$ cat src/rtl/chebyshev_computation.sv
// Weighted second-order Chebyshev term: data_out = coeff_in * (2*data_in^2 - 1), fixed point.
// Latency 3 clocks, one sample per clock, no backpressure: the pipeline never stalls.
module chebyshev_computation #(
  parameter  int WL       = 4,
  parameter  int CL       = 4,
  parameter  int WIDENING = 0,
  localparam int OW       = 2*WL + CL + WIDENING
) (
  input  logic                 clock,
  input  logic                 resetn,
  input  logic signed [WL-1:0] data_in,
  input  logic signed [CL-1:0] coeff_in,
  output logic signed [OW-1:0] data_out
);

  // 1.0 in the Q2.(2WL-2) square format, widened by one bit for the doubled square
  localparam logic signed [2*WL:0] ONE_SQ = (2*WL+1)'(2**(2*WL-2));

  logic signed [WL-1:0]   x_reg;
  logic signed [CL-1:0]   c_reg;
  logic signed [CL-1:0]   c_dly;
  logic signed [2*WL-1:0] t2_reg;

  logic signed [2*WL-1:0] x_ext;
  logic signed [2*WL-1:0] sq;
  logic signed [2*WL:0]   t2_full;
  logic signed [2*WL-1:0] t2;
  logic signed [OW-1:0]   t2_ext;
  logic signed [OW-1:0]   c_ext;
  logic signed [OW-1:0]   prod;

  // x^2 is at most 1.0 (x = -1), so 2WL bits hold it without overflow
  always_comb begin
    x_ext   = (2*WL)'(x_reg);
    sq      = x_ext * x_ext;
    t2_full = {sq, 1'b0} - ONE_SQ;
    t2      = t2_full[2*WL-1:0];
  end

  // Operands are sign-extended to OW first so the product is exact and already widened
  always_comb begin
    t2_ext = OW'(t2_reg);
    c_ext  = OW'(c_dly);
    prod   = t2_ext * c_ext;
  end

  always_ff @(posedge clock) begin
    if (resetn) begin
      x_reg    <= '0;
      c_reg    <= '0;
      t2_reg   <= '0;
      c_dly    <= '0;
      data_out <= '0;
    end else begin
      x_reg    <= data_in;
      c_reg    <= coeff_in;
      t2_reg   <= t2;
      c_dly    <= c_reg;
      data_out <= prod;
    end
  end

  // T2 lies in [-1, 1], so dropping the top bit of t2_full never loses information
  a_t2_lossless: assert property (@(posedge clock) disable iff (resetn)
    t2_full[2*WL] == t2_full[2*WL-1]);

endmodule

$ cat config.mk
export PLATFORM = sky130hd
export DESIGN_NAME = chebyshev_computation
export DESIGN_NICKNAME = d
export VERILOG_FILES = /design/src/rtl/chebyshev_computation.sv
export SDC_FILE = /design/constraint.sdc
export NUM_CORES = 1
export LEC_CHECK = 0
export ABC_AREA = 1
export CORE_MARGIN = 2
export CORE_UTILIZATION = 45
export DETAILED_ROUTE_END_ITERATION = 10
export GPL_ROUTABILITY_DRIVEN = 0
export PLACE_DENSITY_LB_ADDON = 0.08
export SYNTH_ARGS = -nofsm -noshare
export SYNTH_HDL_FRONTEND = slang
export SYNTH_SLANG_ARGS = --single-unit
$ cat constraint.sdc
create_clock -name clock -period 5.35 [get_ports clock]
set_clock_uncertainty 0.2 [all_clocks]
set_input_delay 1.605 -clock clock [delete_from_list [all_inputs] [get_ports clock]]
set_output_delay 1.605 -clock clock [all_outputs]
set_load 0.03 [all_outputs]
==> results.toml <==
[run_status]
status = "complete, no violations"

[sta]
fin_setup_tns_ns = 0
fin_ws_ns = 2.06
setup_violations = 0
min_period_ns = 3.29
max_slew_margin_pct = 48.8
hold_viol_final = 0
tightestPinTransition_ns = 0.766
drv_slew = 0
fmax_ghz = 0.304
rsz0062_at_grt = "no"
min_period_over_period_pct = 61.6

[placed_design]
post-dp-hpwl_um = 2810
pre_cts_slack_ns = 1.89
port_buffers = 20

[detailed_routing]
first_iter_violations = 29
routedWlPerCell_um = 9.74
routed-via-count = 1609
routed_via_density = 4.61
ant_nets = 0
drc = 0
drt_wl_total_um = 3400
drt-pass1-iter-count = 4

[clocking]
root_buffer = "clkbuf_8"
cts_hold_buf = 0
htree_levels = 2
cts_resized = 0
clk_latency_ns = 0.29
cts.path.max_buffers = 2
cts_buffers = 5
cts_tree = "done"
postCtsSetupBuffers = 0
cts.sinks = 29
cts.clk_slew.worst_paths_ns = 0.06

[yosys]
synth-seq-cells = 29
synth.avg_cell_area_um2 = 7.71
netlist_area_um2 = 2100
synth_nets = 327
yosysSeqAreaShare_pct = 27.7
ys_types = 20
netlist_instances = 272
yosys_warnings = 0

[cells_and_area]
largest_register_ffs = 11
syn_to_final_growth_pct = 17.7
mostFrequentLayoutCells = "inv_1 (68), nand2_1 (54), nor2_1 (37)"
drive_above_1_share_pct = 4.71
final_common_cell = "inv_1"
nets = 351
n_antenna_cell = 0

[power_and_ir_drop]
power.leakage_nw = 1.42
peakVddDrop_uv = 186
power_w = 0.000599
power.density_nw_per_um2 = 243

[global_route]
grt.total_usage_pct = 16.3
grt_pass1_vias = 1666
grt_pass1_wl_um = 6560
grt_max_degree = 25
grt_overflow = 0
antenna_found_initial = 0

[worst_hold_path]
hold_path.class = "reg -> reg"

[floorplanning]
io_pins = 22
dieArea_um2 = 5230
dieHeight_um = 72.3
initial_utilization_pct = 47.5
die_w_um = 72.3
fp-row-count = 24
fp.coreArea_um2 = 4410

[worst_setup_path]
endpoint_kind = "flop"
crit_arrival_ns = 3.27
crit_required_ns = 5.33
crit_fanout = 6
worstSetupPathType = "reg -> reg"
worstSetupStartpointType = "flop"

[flow_run]
cap_violations = 0
==> kinds of logic (layout without fill, tap and decap cells) <==
group	after synthesis	after routing	synth area share [%]
and+or+nand+nor	108	108	20.9
buffers and inverters	72	97	13.1
adders and majority gates	45	45	33.3
DFF	29	29	27.7
AOI/OAI and AO/OA	13	13	3.22
xor gates and xnor gates	4	4	1.67
other	1	1	0.179
==> metrics by stage <==
step	instances	area [µm²]	util [%]	hold WS, ns
global placement	341	2350	53.2	0.192
finish	349	2470	55.9	0.205
detailed placement	341	2350	53.2	0.195
CTS	349	2470	55.9	0.204
floorplan	272	2100	-	0.188
global route	349	2470	55.9	0.224
==> worst paths after layout <==
path / start / to / slack [ns] / cells past startpoint
worst min-delay path: c_reg[2] / c_dly[2] / 0.20 / 2
worst max-delay path: c_dly[3] / data_out[10] / 2.06 / 14
worst max register to register: c_dly[3] / data_out[10] / 2.06 / 14
worst min register to register: c_reg[2] / c_dly[2] / 0.20 / 2
==> routing by layer <==
layer	track usage (%)	routed length, µm	vias up
met5	0	0	-
met1	18.6	1590	725
met3	3.75	126	11
met2	28.2	1590	26
li1	-	-	847
met4	8.39	95	0
==> cell usage after synthesis (all sizes together) <==
library cell / number / area [µm²]
a21oi: 8 / 40.0
buf: 1 / 7.51
clkbuf: 2 / 7.51
clkinv: 1 / 5.00
conb: 1 / 3.75
dfxtp: 29 / 581
fa: 18 / 360
ha: 27 / 338
inv: 68 / 255
nand2: 58 / 228
nand3: 10 / 55.1
nand4: 1 / 6.26
nor2: 37 / 139
nor3: 2 / 10.0
o21a: 1 / 7.51
o21ai: 4 / 20.0
xnor2: 2 / 17.5
xor2: 2 / 17.5
==> worst max-delay path: stages (launching register included) <==
cell	delay, ns
dfxtp_1	0.36
inv_1	0.18
nor2_1	0.09
fa_1	0.54
inv_1	0.05
fa_1	0.52
inv_1	0.04
ha_1	0.30
ha_1	0.36
a21oi_1	0.16
o21ai_0	0.11
nor2_1	0.13
nand2_1	0.07
nand2_1	0.05
nor2_1	0.04
==> report_power, final <==
| group | leakage, nW | internal (W) | total (W) | switching (W) |
|---|---|---|---|---|
| logic | 1.12 | 0.0000485 | 0.000116 | 0.0000674 |
| clock network | 0.0574 | 0.000151 | 0.000241 | 0.0000893 |
| registers | 0.239 | 0.000231 | 0.000243 | 0.0000117 |
==> area by class of cell <==
| cell class | instances | area (µm²) |
|---|---|---|
| fill | 440 | 1950 |
| multi-input combinational | 171 | 1240 |
| sequential | 29 | 581 |
| inverter | 69 | 260 |
| timing repair buffer | 20 | 200 |
| clock buffer | 6 | 82.6 |
| tap | 52 | 65.1 |
| clock inverter | 2 | 37.5 |
Note: power is estimated with default switching activity, not from simulation.
